[src/rtl/fetch_unit_pkg.sv]
// Shared fetch-stage definitions: bubble encoding, reset PC, fetch FSM state encodings.
package fetch_unit_pkg;

  localparam logic [31:0] NOP_INSTR_DEF = 32'h0000_0013;
  localparam logic [31:0] RESET_PC_DEF  = 32'h0000_0000;

  typedef enum logic [2:0] {
    ST_BOOT  = 3'd0,
    ST_FETCH = 3'd1,
    ST_WAIT  = 3'd2,
    ST_HOLD  = 3'd3,
    ST_DRAIN = 3'd4
  } fetch_state_e;

  function automatic logic [31:0] align_pc(input logic [31:0] addr);
    return addr & 32'hFFFF_FFFC;
  endfunction

endpackage

[src/rtl/fetch_unit_if_id_reg.sv]
// IF/ID pipeline register: bubble beats load, otherwise holds; async active-high reset to a bubble.
module if_id_reg
  import fetch_unit_pkg::*;
#(
  parameter logic [31:0] NOP_INSTR = NOP_INSTR_DEF
) (
  input  logic        clk,
  input  logic        rst,
  input  logic        load_i,
  input  logic        bubble_i,
  input  logic [31:0] instr_i,
  input  logic [31:0] pc_i,
  output logic        valid_o,
  output logic [31:0] instr_o,
  output logic [31:0] pc_o,
  output logic [31:0] pc_plus4_o
);

  logic        valid_q;
  logic [31:0] instr_q;
  logic [31:0] pc_q;
  logic [31:0] pc_plus4_q;

  always_ff @(posedge clk or posedge rst) begin
    if (rst) begin
      valid_q    <= 1'b0;
      instr_q    <= NOP_INSTR;
      pc_q       <= 32'h0;
      pc_plus4_q <= 32'h0;
    end else if (bubble_i) begin
      valid_q    <= 1'b0;
      instr_q    <= NOP_INSTR;
      pc_q       <= 32'h0;
      pc_plus4_q <= 32'h0;
    end else if (load_i) begin
      valid_q    <= 1'b1;
      instr_q    <= instr_i;
      pc_q       <= pc_i;
      pc_plus4_q <= pc_i + 32'd4;
    end
  end

  assign valid_o    = valid_q;
  assign instr_o    = instr_q;
  assign pc_o       = pc_q;
  assign pc_plus4_o = pc_plus4_q;

endmodule

[src/rtl/fetch_unit.sv]
// Instruction fetch: owns the PC, single-outstanding imem requests, drives IF/ID under stall/flush.
// Optional FETCH_PERF_EN adds saturating stall-cycle and flush counters.
module fetch_unit
  import fetch_unit_pkg::*;
#(
  parameter logic [31:0] RESET_PC  = RESET_PC_DEF,
  parameter logic [31:0] NOP_INSTR = NOP_INSTR_DEF
) (
  input  logic        clk,
  input  logic        rst,
  input  logic        stall_in,
  input  logic        flush_in,
  input  logic [31:0] redirect_pc_in,
  output logic        imem_req_valid_out,
  input  logic        imem_req_ready_in,
  output logic [31:0] imem_addr_out,
  input  logic        imem_rsp_valid_in,
  input  logic [31:0] imem_rsp_data_in,
  output logic        valid_id_out,
  output logic [31:0] instr_id_out,
  output logic [31:0] pc_id_out,
  output logic [31:0] pc_plus4_id_out
`ifdef FETCH_PERF_EN
  ,
  output logic [31:0] perf_stall_cycles_out,
  output logic [31:0] perf_flush_count_out
`endif
);

  fetch_state_e state_q;
  logic [31:0]  pc_q;
  logic [31:0]  buf_q;
  logic         req_vld_q;
  logic [31:0]  pc_next;

  logic         ifid_load;
  logic         ifid_bubble;
  logic [31:0]  ifid_instr;

  assign pc_next = pc_q + 32'd4;

  // IF/ID control: a flush squashes everywhere except DRAIN, where IF/ID already holds a bubble.
  always_comb begin
    ifid_load   = 1'b0;
    ifid_bubble = 1'b0;
    ifid_instr  = imem_rsp_data_in;
    if (flush_in) begin
      ifid_bubble = (state_q != ST_DRAIN);
    end else if (!stall_in) begin
      case (state_q)
        ST_FETCH: ifid_bubble = 1'b1;
        ST_WAIT: begin
          if (imem_rsp_valid_in) ifid_load = 1'b1;
          else                   ifid_bubble = 1'b1;
        end
        ST_HOLD: begin
          ifid_load  = 1'b1;
          ifid_instr = buf_q;
        end
        default: ;
      endcase
    end
  end

  always_ff @(posedge clk or posedge rst) begin
    if (rst) begin
      state_q   <= ST_BOOT;
      pc_q      <= RESET_PC;
      buf_q     <= NOP_INSTR;
      req_vld_q <= 1'b0;
    end else if (flush_in) begin
      pc_q <= align_pc(redirect_pc_in);
      case (state_q)
        ST_FETCH: begin
          if (imem_req_ready_in) begin
            state_q   <= ST_DRAIN;
            req_vld_q <= 1'b0;
          end else begin
            state_q   <= ST_FETCH;
            req_vld_q <= 1'b1;
          end
        end
        ST_WAIT, ST_DRAIN: begin
          if (imem_rsp_valid_in) begin
            state_q   <= ST_FETCH;
            req_vld_q <= 1'b1;
          end else begin
            state_q   <= ST_DRAIN;
            req_vld_q <= 1'b0;
          end
        end
        default: begin
          state_q   <= ST_FETCH;
          req_vld_q <= 1'b1;
        end
      endcase
    end else begin
      case (state_q)
        ST_BOOT: begin
          state_q   <= ST_FETCH;
          req_vld_q <= 1'b1;
        end
        ST_FETCH: begin
          if (imem_req_ready_in) begin
            state_q   <= ST_WAIT;
            req_vld_q <= 1'b0;
          end
        end
        ST_WAIT: begin
          if (imem_rsp_valid_in) begin
            if (stall_in) begin
              buf_q   <= imem_rsp_data_in;
              state_q <= ST_HOLD;
            end else begin
              pc_q      <= pc_next;
              state_q   <= ST_FETCH;
              req_vld_q <= 1'b1;
            end
          end
        end
        ST_HOLD: begin
          if (!stall_in) begin
            pc_q      <= pc_next;
            state_q   <= ST_FETCH;
            req_vld_q <= 1'b1;
          end
        end
        ST_DRAIN: begin
          if (imem_rsp_valid_in) begin
            state_q   <= ST_FETCH;
            req_vld_q <= 1'b1;
          end
        end
        default: begin
          state_q   <= ST_BOOT;
          req_vld_q <= 1'b0;
        end
      endcase
    end
  end

  assign imem_req_valid_out = req_vld_q;
  assign imem_addr_out      = pc_q;

  if_id_reg #(
    .NOP_INSTR (NOP_INSTR)
  ) u_if_id (
    .clk        (clk),
    .rst        (rst),
    .load_i     (ifid_load),
    .bubble_i   (ifid_bubble),
    .instr_i    (ifid_instr),
    .pc_i       (pc_q),
    .valid_o    (valid_id_out),
    .instr_o    (instr_id_out),
    .pc_o       (pc_id_out),
    .pc_plus4_o (pc_plus4_id_out)
  );

`ifdef FETCH_PERF_EN
  logic [31:0] perf_stall_q;
  logic [31:0] perf_flush_q;

  always_ff @(posedge clk or posedge rst) begin
    if (rst) begin
      perf_stall_q <= 32'h0;
      perf_flush_q <= 32'h0;
    end else begin
      if (stall_in && !flush_in && perf_stall_q != 32'hFFFF_FFFF)
        perf_stall_q <= perf_stall_q + 32'd1;
      if (flush_in && perf_flush_q != 32'hFFFF_FFFF)
        perf_flush_q <= perf_flush_q + 32'd1;
    end
  end

  assign perf_stall_cycles_out = perf_stall_q;
  assign perf_flush_count_out  = perf_flush_q;
`endif

endmodule

[config.mk]
export PLATFORM = sky130hd
export DESIGN_NAME = fetch_unit
export DESIGN_NICKNAME = d
export VERILOG_FILES = /design/src/rtl/fetch_unit_pkg.sv /design/src/rtl/fetch_unit_if_id_reg.sv /design/src/rtl/fetch_unit.sv
export SDC_FILE = /design/constraint.sdc
export NUM_CORES = 1
export LEC_CHECK = 0
export CAP_MARGIN = 20
export CORE_MARGIN = 1
export CORE_UTILIZATION = 52
export DETAILED_ROUTE_END_ITERATION = 8
export GPL_TIMING_DRIVEN = 0
export PLACE_DENSITY = 0.9
export SYNTH_ARGS = -nofsm -noshare
export SYNTH_HDL_FRONTEND = slang
export SYNTH_SLANG_ARGS = --single-unit
[constraint.sdc]
create_clock -name clk -period 11.4 [get_ports clk]
set_input_delay 1.71 -clock clk [delete_from_list [all_inputs] [get_ports clk]]
set_output_delay 1.71 -clock clk [all_outputs]
set_load 0.05 [all_outputs]
# Word-level counts from Yosys, hierarchy flattened

Index checks and enable logic that the tools add are counted.

Reduce and logical (&&, ||, !) cells: 8
Muxes and demuxes: 41
Equality and inequality tests: 9
Bitwise gates (word level): 1
Add/sub/neg operators: 1

Operator list:

| cell                  | number |
|---|---|
| $mux 32               | 12 |
| $pmux 32 s2           | 1 |
| $add 32x3->32 const B | 1 |
| $mux 3                | 7 |
| $ne 3x3->1 const B    | 5 |
| $pmux 3 s5            | 1 |
| $mux 1                | 14 |
| $reduce_and 4->1      | 2 |
| $eq 3x2->1 const B    | 2 |
| $pmux 1 s2            | 3 |
| $pmux 3 s2            | 1 |
| $pmux 1 s5            | 1 |
| $eq 3x1->1 const B    | 1 |
| $eq 3x3->1 const B    | 1 |
| $logic_not 3->1       | 1 |
| $reduce_and 3->1      | 1 |
| $reduce_bool 3->1     | 1 |
| $mux 2                | 1 |
| $reduce_and 2->1      | 1 |
| $reduce_bool 2->1     | 1 |
| $reduce_or 2->1       | 1 |
| $not 1->1             | 1 |

Word-level logic and storage cells: 68
Output and inout port bits: 130
Register bits after elaboration: 165
Input port bits: 70

# Longest topological paths before layout

Depth in word-level cells: 6
Gate-level depth with buffers: 7
Gate-level depth less buffers: 6

# Hierarchy

Synthesis repeated with hierarchy kept, for this count alone.

Cells, all modules: 768
Area, all modules: 8035.2 um^2

Modules (own cells, without submodules):

| module     | area an instance (um^2) | sequential area each (um^2) | instances | cells an instance |
|---|---|---|---|---|
| if_id_reg  | 4434.3                  | 2381.0                      | 1         | 430 |
| fetch_unit | 3601.0                  | 1655.3                      | 1         | 338 |

# Worst setup path before layout

Ideal clock, no wire load.

Path type: input to register
Start: input port flush_in
End: register buf_q[10]
Stages on the path: 5
Buffers on the path: 2
Path slack: 8.297 ns
Arrival: 2.979 ns
Required time: 11.275 ns
Setup time: 0.125 ns
Path through: clkbuf_1 nor2_1 nand4b_1 clkbuf_1 mux2_2

Word-level cells in the longest chain between the ends: 2

RTL lines:

| what                              | RTL line          | source |
|---|---|---|
| start, declared                   | fetch_unit.sv:12  | `input logic flush_in,` |
| $not 1->1 (no source line)        | --                |  |
| $reduce_and 4->1 (no source line) | --                |  |
| end signal, assigned              | fetch_unit.sv:112 | `buf_q <= imem_rsp_data_in;` |
| end, declared                     | fetch_unit.sv:32  | `logic [31:0] buf_q;` |

Every way passes these cells.
A chain may end at the register's enable or synchronous reset.

# Final worst setup path

Start: input port imem_rsp_valid_in
End: register u_if_id.pc_plus4_q[15] (netlist: u_if_id.pc_plus4_o[15])

Word-level cells in the longest chain between the ends: 5
Elaborated cells between the ends (all ways): 10
Those cells by class: mux: 9; reduce/logical: 1

RTL lines:

| what                                                | RTL line                   | source |
|---|---|---|
| start, declared                                     | fetch_unit.sv:17           | `input logic imem_rsp_valid_in,` |
| $mux 1                                              | fetch_unit.sv:53           | `if (imem_rsp_valid_in) ifid_load = 1'b1;` |
| $pmux 1 s2                                          | fetch_unit.sv:50           | `case (state_q)` |
| $mux 1                                              | fetch_unit.sv:49           | `end else if (!stall_in) begin` |
| $mux 1                                              | fetch_unit.sv:47           | `if (flush_in) begin` |
| $mux 32 / $reduce_bool 2->1 (equally long branches) | --                         |  |
| end signal, assigned                                | fetch_unit_if_id_reg.sv:39 | `pc_plus4_q <= pc_i + 32'd4;` |
| end, declared                                       | fetch_unit_if_id_reg.sv:22 | `logic [31:0] pc_plus4_q;` |

Parallel ways exist; a longest one is shown, timed or not.

==> impl_results.md <==
- Simple-gate portion of the synthesized area: 13.7%
- Number of CTS-inserted buffers: 17
- Nets: 975
- Post-synthesis mux area share: 9.72%
- Top Family by Delay on Critical Path: buffers and inverters
- Post-synth ARST share: 100%
- Placer congestion estimate: 0.872
- Critical Path Start Type: input port
- #FFs+latches synth: 159
- Fin Hold WS: 0.478 ns
- I/O pin count: 200
- Final setup viols: 0
- Via Count: 6251
- Layout cells sized above 1: 11.2%
- Post-synthesis cell area: 0.00734 mm2
- Core area: 0.0138 mm2
- Number of synthesized flops with an enable pin: 0
- Area of placed instances: 0.00953 mm2
- # hold bufs at CTS: 0
- Initial antenna violation count: 0
- P_sw: 0.000655 W
- Yosys top cell by area: dfrtp_1
- Clock transition at path regs: 0.06 ns
- DRC errors left: 0
- Fin area: 0.0101 mm2
- Net Sw Frac: 34.7%
- Logic pwr share: 30.3%
- Rel. slew slack: 27.6%
- Die ar.: 0.0146 mm2
- Max incr delay on CP: 0.51 ns
- Antenna cell count: 0
- CTS HTree Levels: 4
- Crit path cell chain: clkdlybuf4s50_1 > nor2_1 > nor3_1 > nand3_1 > clkbuf_1 > clkbuf_1 > o21ai_0
- List of most frequent post-synthesis cells: dfrtp_1 (153), nand2_1 (101), o21ai_0 (85), mux2_2 (34), mux2i_1 (33)
- Setup TNS Final: 0 ns
- F_max: 261 MHz
- Die Y: 121 um
- Vias per inst: 5.70
- CTS max path bufs: 2
- Buffers on Ports: 191
- Final Skew: 0.00620 ns
- Post-synth cell types: 47
- Sequential Area: 0.00399 mm2
- Final HPWL DP: 14000 um
- Fin. Hold Viols: 0
- Outcome: complete, no violations
- Grt total ovfl: 0
- VDD IR max: 0.000108 V
- First-pass GRT wire length: 32500 um
- Setup bufs post-CTS: 0
- Clock root buffer: clkbuf_16
- Worst skew pair latency: 0.42 ns
- Total track usage: 29.2%
- Int Pwr: 0.00123 W
- Critical Path End Type: register
- RSZ-0062 raised after global routing: no
- Fin crit share: 33.5%
- Syn-to-layout area delta: 38.2%
- Initial core utilization: 53.1%
- Main synth FF type: dfrtp_1
- CP Buf/Inv Count: 3
- Yosys warns: 0
- Largest net degree at the start of global routing: 100
- Worst min path class: register to register
- Post-Synth Adder-Cell Area: 0.171%
- Share of power burned in registers: 38.7%
- Clk pwr share: 31.1%
- Worst path arrival time: 4.10 ns
- Row cnt: 43
- Crit-path max FO: 10
- Compound-cell area share of the yosys netlist: 11.3%
- Detailed Route WL: 20300 um
- Flop-to-flop setup slack: 8.45 ns
- Final ANT Viol Nets: 0
- Synth Area in XOR/XNOR: 6.80%
- Area occupied by multi-input gates: 0.00308 mm2
- PD cells: 186 mW/mm2
- CTS tree: done
- Area contributors post-synth: dfrtp_1 (52%), o21ai_0 (5.8%), mux2_2 (5.2%)
- Crit path required time: 11.67 ns
- Total power: 0.00189 W
- Max-slew violation count: 0
- Fill cell count: 949
- Critical Path Most Common Cell: clkbuf_1
- Critical Path Slowest Stage Cell: clkdlybuf4s50_1
- MaxCap Viol Count: 0
- DR WL/cell: 18.5 um
- Iter 0 DRT Violations: 534
- Pre-antenna DRT Iters: 5
- Number of global-route vias before repair: 6304
- Post-synthesis cell count: 687
- Chip width: 121 um
- Fin crit period: 3.82 ns
- Setup CP Type: input port to register
- Post-cts sizing count: 0
- P_leak: 4.46 nW
- Sink Count: 159
- Post-synthesis sequential area ratio: 54.3%
- Most frequent cell after synthesis: dfrtp_1
- Dominant combinational cell family by area after synthesis: simple AND/OR/NAND/NOR gates
- Top cell type's share of synthesized area: 52.2%
- Worst-margin pin slew: 1.08 ns
- Syn Area/Cell: 10.7 um2
## worst min-delay path, stage by stage (launching register included)
cell and delay (ns):
dfrtp_1 0.34, nand2_1 0.04, o21ai_0 0.06
## logic make-up after synthesis
group                    Yosys count
multiplexers                      67
flip-flops                       159
other                              1
adder cells (fa/ha/maj)            1
XOR/XNOR                          57
buffers and inverters             64
AO/OA/AOI/OAI                    136
AND/OR/NAND/NOR                  202
## flip-flops by register name, indices dropped and copies added, names as in the netlist
register and count:
u_if_id.pc_plus4_o 30, u_if_id.instr_o 32, imem_req_valid_out 1, imem_addr_out 30, u_if_id.valid_o 1, state_q 3, buf_q 32, u_if_id.pc_o 30
## placed cells by master, fill, tap and decap left out, types with 9 or more instances in the layout
cell type / n
nor2_1: 15
xnor2_1: 30
nand4_1: 9
clkdlybuf4s50_1: 191
nand3_1: 28
mux2_2: 34
nand2_1: 101
mux2i_1: 33
o21ai_0: 85
clkbuf_1: 33
nor3_1: 13
a22o_1: 30
buf_2: 11
clkbuf_16: 17
dfrtp_1: 153
xor2_1: 27
## path summary, 6_finish.rpt
kind                                          from                endpoint  cells past startpoint
max in group asynchronous                      rst     u_if_id.instr_o[25]                      3
min in group asynchronous                      rst                buf_q[7]                      2
worst min-delay path            u_if_id.instr_o[6]      u_if_id.instr_o[6]                      2
worst min register to register  u_if_id.instr_o[6]      u_if_id.instr_o[6]                      2
worst max register to register    imem_addr_out[2]       imem_addr_out[26]                      7
worst max-delay path             imem_rsp_valid_in  u_if_id.pc_plus4_o[15]                      7
## power by group through the flow
stage / logic, W / registers [W] / clock network [W]
CTS: 0.000571 / 0.000729 / 0.000592
floorplan: 0.000220 / 0.000884 / 0
detailed placement: 0.000568 / 0.000737 / 0
global placement: 0.000555 / 0.000732 / 0
global route: 0.000606 / 0.000742 / 0.000619
finish: 0.000571 / 0.000730 / 0.000587
## metal layers
layer / vias to the layer above / track usage (%) / wire (um)
met5: - / 0 / 0
met4: 0 / 14.7 / 695
met3: 59 / 5.94 / 1300
met2: 292 / 46.7 / 9900
met1: 3082 / 37.9 / 8360
li1: 2818 / - / -
## stage by stage
stage,setup WS [ns],util [%],std cells
floorplan,5.41,-,692
global placement,3.33,68.7,1063
detailed placement,7.23,68.9,1064
CTS,7.60,73.3,1096
global route,7.45,73.3,1097
finish,7.58,73.3,1097
## area by class of cell
type / instances / area share [%]
well taps: 180 / 2.22
plain buffers: 57 / 2.62
inverters: 7 / 0.308
multi-input cells: 469 / 30.4
clock inverters: 11 / 1.36
flip-flops and latches: 159 / 39.3
repair buffers: 193 / 19.2
clock buffers: 21 / 4.64
No activity file was read; power rests on OpenSTA's default activity.
